$ cat config.mk
export PLATFORM = sky130hd
export DESIGN_NAME = m68k_bus_master
export DESIGN_NICKNAME = d
export VERILOG_FILES = /design/src/rtl/m68k_bus_master.sv
export SDC_FILE = /design/constraint.sdc
export NUM_CORES = 1
export LEC_CHECK = 0
export BUFFER_PORTS_ARGS = -buffer_cell sky130_fd_sc_hd__buf_2
export CAP_MARGIN = 0
export CORE_MARGIN = 5
export CORE_UTILIZATION = 45
export DETAILED_ROUTE_END_ITERATION = 16
export GPL_TIMING_DRIVEN = 0
export PLACE_DENSITY_LB_ADDON = 0.12
export REMOVE_ABC_BUFFERS = 1
export SYNTH_ARGS = -nofsm -noshare
export SYNTH_HDL_FRONTEND = slang
export SYNTH_SLANG_ARGS = --single-unit
export TNS_END_PERCENT = 10
$ cat constraint.sdc
create_clock -name sysclk -period 2.95 [get_ports sysclk]
set_input_delay 0.1475 -clock sysclk [delete_from_list [all_inputs] [get_ports sysclk]]
set_output_delay 0.1475 -clock sysclk [all_outputs]
set_load 0.01 [all_outputs]
$ cat src/rtl/m68k_bus_master.sv
// 68000-style bus cycle initiator: turns a req/ack transaction into an
// AS/UDS/LDS/RW cycle terminated by DTACK, with a DTACK timeout.
//
// Handshake: req is sampled only in IDLE when the synchronised DTACK is
// released. The requester holds req (and addr/we/be/wdata) until busy is seen
// high. busy stays high until the cycle after the one-cycle ack pulse.
// err and rdata are valid in the ack cycle. A req seen while busy is dropped.
module m68k_bus_master #(
    parameter int unsigned TIMEOUT = 64
) (
    input  logic        sysclk,
    input  logic        sysrst,
    input  logic        req,
    input  logic        we,
    input  logic [22:0] addr,
    input  logic [1:0]  be,
    input  logic [15:0] wdata,
    output logic        busy,
    output logic        ack,
    output logic        err,
    output logic [15:0] rdata,
    output logic [22:0] bus_addr,
    output logic [15:0] bus_dout,
    output logic        bus_doe,
    input  logic [15:0] bus_din,
    output logic        as_n,
    output logic        uds_n,
    output logic        lds_n,
    output logic        rw,
    input  logic        dtack_n,
    output logic [2:0]  dbg_state
);

    typedef enum logic [2:0] {
        S_IDLE   = 3'd0,
        S_ADDR   = 3'd1,
        S_ASSERT = 3'd2,
        S_WAIT   = 3'd3,
        S_LATCH  = 3'd4,
        S_END    = 3'd5,
        S_HOLD   = 3'd6
    } state_t;

    localparam logic [7:0] TO_LAST = 8'(TIMEOUT - 1);

    state_t      state_q, state_d;
    logic [7:0]  cnt_q, cnt_d;
    logic        hit_q, hit_d;
    logic        we_q, we_d;
    logic [1:0]  be_q, be_d;
    logic [22:0] addr_q, addr_d;
    logic [15:0] wdata_q, wdata_d;
    logic        err_pend_q, err_pend_d;
    logic [15:0] rdata_q, rdata_d;
    logic        dt_meta_q, dt_sync_q;
    logic        as_n_q, as_n_d;
    logic        uds_n_q, uds_n_d;
    logic        lds_n_q, lds_n_d;
    logic        rw_q, rw_d;
    logic        doe_q, doe_d;
    logic        ack_q, ack_d;
    logic        err_q, err_d;
    logic        busy_q, busy_d;
    logic        in_cycle;
    logic        strobe_on;

    // Two-flop synchroniser for the asynchronous DTACK input.
    always_ff @(posedge sysclk or posedge sysrst) begin
        if (sysrst) begin
            dt_meta_q <= 1'b1;
            dt_sync_q <= 1'b1;
        end else begin
            dt_meta_q <= dtack_n;
            dt_sync_q <= dt_meta_q;
        end
    end

    // Next-state, transaction capture, timeout counter and read data.
    always_comb begin
        state_d    = state_q;
        cnt_d      = cnt_q;
        hit_d      = hit_q;
        we_d       = we_q;
        be_d       = be_q;
        addr_d     = addr_q;
        wdata_d    = wdata_q;
        err_pend_d = err_pend_q;
        rdata_d    = rdata_q;
        case (state_q)
            S_IDLE: begin
                cnt_d      = 8'd0;
                hit_d      = 1'b0;
                err_pend_d = 1'b0;
                if (req && dt_sync_q) begin
                    state_d = S_ADDR;
                    we_d    = we;
                    be_d    = (be == 2'b00) ? 2'b11 : be;
                    addr_d  = addr;
                    wdata_d = wdata;
                end
            end
            S_ADDR:   state_d = S_ASSERT;
            S_ASSERT: state_d = S_WAIT;
            S_WAIT: begin
                // The terminal-count compare is registered (hit_q), so the
                // abort lands one cycle after the counter reads TIMEOUT-1.
                if (!hit_q) cnt_d = cnt_q + 8'd1;
                hit_d = hit_q | (cnt_q == TO_LAST);
                if (!dt_sync_q) begin
                    state_d = S_LATCH;
                end else if (hit_q) begin
                    state_d    = S_END;
                    err_pend_d = 1'b1;
                end
            end
            S_LATCH: begin
                if (!we_q) begin
                    rdata_d = {be_q[1] ? bus_din[15:8] : 8'h00,
                               be_q[0] ? bus_din[7:0]  : 8'h00};
                end
                state_d = S_END;
            end
            S_END: begin
                if (err_pend_q) rdata_d = 16'hFFFF;
                state_d = S_HOLD;
            end
            S_HOLD:  state_d = S_IDLE;
            default: state_d = S_IDLE;
        endcase
    end

    // Bus and handshake outputs decoded from the next state, then registered.
    always_comb begin
        in_cycle  = (state_d inside {S_ADDR, S_ASSERT, S_WAIT, S_LATCH, S_END});
        strobe_on = (state_d inside {S_WAIT, S_LATCH}) || ((state_d == S_ASSERT) && !we_d);
        as_n_d    = !(state_d inside {S_ASSERT, S_WAIT, S_LATCH});
        uds_n_d   = !(strobe_on && be_d[1]);
        lds_n_d   = !(strobe_on && be_d[0]);
        rw_d      = in_cycle ? !we_d : 1'b1;
        doe_d     = in_cycle && we_d;
        ack_d     = (state_d == S_HOLD);
        err_d     = (state_d == S_HOLD) && err_pend_d;
        busy_d    = (state_d != S_IDLE);
    end

    // State and output registers; reset releases strobes immediately.
    always_ff @(posedge sysclk or posedge sysrst) begin
        if (sysrst) begin
            state_q    <= S_IDLE;
            cnt_q      <= 8'd0;
            hit_q      <= 1'b0;
            we_q       <= 1'b0;
            be_q       <= 2'b00;
            addr_q     <= 23'd0;
            wdata_q    <= 16'd0;
            err_pend_q <= 1'b0;
            rdata_q    <= 16'd0;
            as_n_q     <= 1'b1;
            uds_n_q    <= 1'b1;
            lds_n_q    <= 1'b1;
            rw_q       <= 1'b1;
            doe_q      <= 1'b0;
            ack_q      <= 1'b0;
            err_q      <= 1'b0;
            busy_q     <= 1'b0;
        end else begin
            state_q    <= state_d;
            cnt_q      <= cnt_d;
            hit_q      <= hit_d;
            we_q       <= we_d;
            be_q       <= be_d;
            addr_q     <= addr_d;
            wdata_q    <= wdata_d;
            err_pend_q <= err_pend_d;
            rdata_q    <= rdata_d;
            as_n_q     <= as_n_d;
            uds_n_q    <= uds_n_d;
            lds_n_q    <= lds_n_d;
            rw_q       <= rw_d;
            doe_q      <= doe_d;
            ack_q      <= ack_d;
            err_q      <= err_d;
            busy_q     <= busy_d;
        end
    end

    assign busy      = busy_q;
    assign ack       = ack_q;
    assign err       = err_q;
    assign rdata     = rdata_q;
    assign bus_addr  = addr_q;
    assign bus_dout  = wdata_q;
    assign bus_doe   = doe_q;
    assign as_n      = as_n_q;
    assign uds_n     = uds_n_q;
    assign lds_n     = lds_n_q;
    assign rw        = rw_q;
    assign dbg_state = state_q;

endmodule

==> out/metrics.cfg <==
[drt]
totalWireLength_mm=7.21
first_pass_iters=4
vias=2435
initialDrtViolationCount=74
ant_nets=0
vias_per_cell=4.83
drc_errors=0
wl_per_cell_um=14.3

[logic_synthesis]
synth_area_leaders=dfrtp_1, mux2_1, dfstp_2, a21oi_1, nor3_1
synthTopCellsByCount=dfrtp_1, mux2_1, a21oi_1
async_reset_ff_share_pct=100
synth_most_common_cell=dfrtp_1
yosys.area.top_type=dfrtp_1
synth_edf_count=0
synth_ff_type=dfrtp_1
synth_cells=273
ys_types=36
synth_top_area_share_pct=56.6
syn_avg_cell_area_um2=12.1
seq_area_frac_synth_pct=61.3
synth.cell_area_um2=3320
yosysWarningCount=0
ys_seq_elements=81

[place]
port_buffers=127
place.gp.congestion=0.710
place_ws_ps=559
dpl.cell_count=484
postPlaceCellArea_um2=4040
dpl.hpwl_mm=5.24

[floorplanning]
die_x_um=95.9
die_height_um=95.9
rows=31
io_pins=128
coreArea_um2=7210
start_util_pct=46.0
dieArea_um2=9190

[clocking]
clk_latency_ps=340
post_cts_buffers=0
hold_buffers=3
clkTransAtPathRegs_ps=80
cts_buffers=9
root_buffer=clkbuf_8
cts_sinks=81
cts_resized=0
cts.path.max_buffers=2
htreeDepth=3
cts_tree=yes

[global_route]
globalRouteTotalUtil_pct=15.8
grt_pass1_vias=2348
grt_overflow=0
grt_pass1_wl_mm=11.1
grt_max_degree=49
antenna_found_initial=0

[worst_hold_path]
min-delay-path-class=in -> reg
hp-start=addr[18]
min_path_cells=2

[setup_path]
startpoint_type=flop
max_stage_delay_ps=650
r2r_start=dbg_state[2]
rr_worst_depth=4
slowest_stage=nor3_2
critPathRequiredTime_ps=3170
crit_family=simple AND/OR/NAND/NOR gates
worstPathCellList=nor3_2, and3_2, buf_12, mux2_1
crit_buf_inv=1
crit_fanout=39
arrival_ps=2590
crit_path_end_kind=flop
worstSetupPathType=reg -> reg
cp.depth=4
cp-startpoint=dbg_state[2]

[pwr]
vdd_ir_drop_max_mv=0.411
leakage_nw=2.08
p_per_area_nw_per_um2=979

[layout]
antennaDiodeCount=0
final_layout_size_suffix_gt1_share_pct=38.8
syn2layout_area_growth_pct=28.5
layoutNonFillerInstCount=504
nNetsFinal=463
final_area_um2=4260

[timing]
skew_ps=15.6
rsz0062_at_grt=false
min_period_ps=2370
finalSetupViolations=0
hold_viol=0
setup_slack_ps=581
fin_crit_sh_pct=80.3
tightest_slew_ps=649
drv_slew=0
fmax_mhz=422
slew_headroom_pct=56.5
tns_ps=0

[flow_run]
cap_viol_max_count=0

[outcome]
status=completed

==> cell usage in the layout, fill, tap and decap left out, types with 2 or more instances in the layout <==
cell | Yosys | final
a21oi_1 | 25 | 25
and2_1 | 2 | 2
buf_2 | 7 | 127
clkbuf_1 | 6 | 2
clkbuf_8 | 0 | 9
clkinv_2 | 0 | 3
dfrtp_1 | 75 | 75
dfstp_2 | 6 | 6
dlygate4sd3_1 | 0 | 4
inv_1 | 6 | 5
mux2_1 | 40 | 40
mux2_2 | 2 | 2
nand2_1 | 24 | 24
nand2b_1 | 5 | 5
nand3_1 | 3 | 3
nor2_1 | 12 | 12
nor3_1 | 18 | 18
o21ai_0 | 13 | 13
or3_1 | 2 | 2
xor2_1 | 4 | 4
==> cell families (layout without fill, tap and decap cells) <==
group	after synthesis	after routing	share of synthesized area (%)
flip-flops	81	81	61.3
AND/OR/NAND/NOR	75	75	11.5
AO/OA/AOI/OAI	46	46	7.51
multiplexers	42	42	14.3
buffers and inverters	24	156	4.00
XOR/XNOR	4	4	1.06
adder cells (fa/ha/maj)	1	1	0.377
==> through the flow <==
step / utilization, % / total power [mW] / hold WS (ps)
finish: 59.1 / 4.17 / 19.7
global route: 59.1 / 4.50 / 1.57
global placement: 55.0 / 3.39 / 254
CTS: 58.9 / 4.25 / 3.31
floorplan: - / 2.75 / 152
detailed placement: 56.0 / 3.47 / 198
==> area by class of cell <==
cell class              count  area, µm²
repair buffers            134        734
well taps                  99        124
clock inverters             5       53.8
flip-flops and latches     81       2030
multi-input cells         168       1160
fillers                   632       2950
clock buffers              11        131
inverters                   6       25.0
==> where the power goes <==
group / switching, mW / total, mW / internal (mW) / leakage (nW)
clock: 0.377 / 0.767 / 0.391 / 0.0975
combinational: 0.768 / 1.47 / 0.702 / 1.02
sequential: 0.344 / 1.94 / 1.59 / 0.968
total: 1.49 / 4.17 / 2.69 / 2.08
==> sequential cells by signal (all words and copies together) (netlist names) <==
signal / flops
hit_q: 1
dbg_state: 3
bus_dout: 16
dt_sync_q: 1
bus_doe: 1
rw: 1
as_n: 1
be_q: 2
lds_n: 1
err: 1
bus_addr: 23
err_pend_q: 1
uds_n: 1
busy: 1
cnt_q: 8
dt_meta_q: 1
ack: 1
rdata: 16
we_q: 1
==> layer usage <==
layer,routed length [µm],track usage [%],up-vias
met4,96,7.11,0
met2,3450,26.1,77
li1,-,-,1201
met1,3160,19.5,1148
met5,0,0,-
met3,506,4.07,9
==> final timing paths <==
path	endpoint	slack, ps
min in group asynchronous	bus_addr[1]	370
worst max-delay path	bus_dout[12]	580
worst min-delay path	bus_addr[18]	20
max in group asynchronous	rw	1930
worst min register to register	dt_sync_q	360
worst max register to register	bus_dout[12]	580
Power figures use the tool's default switching activity.
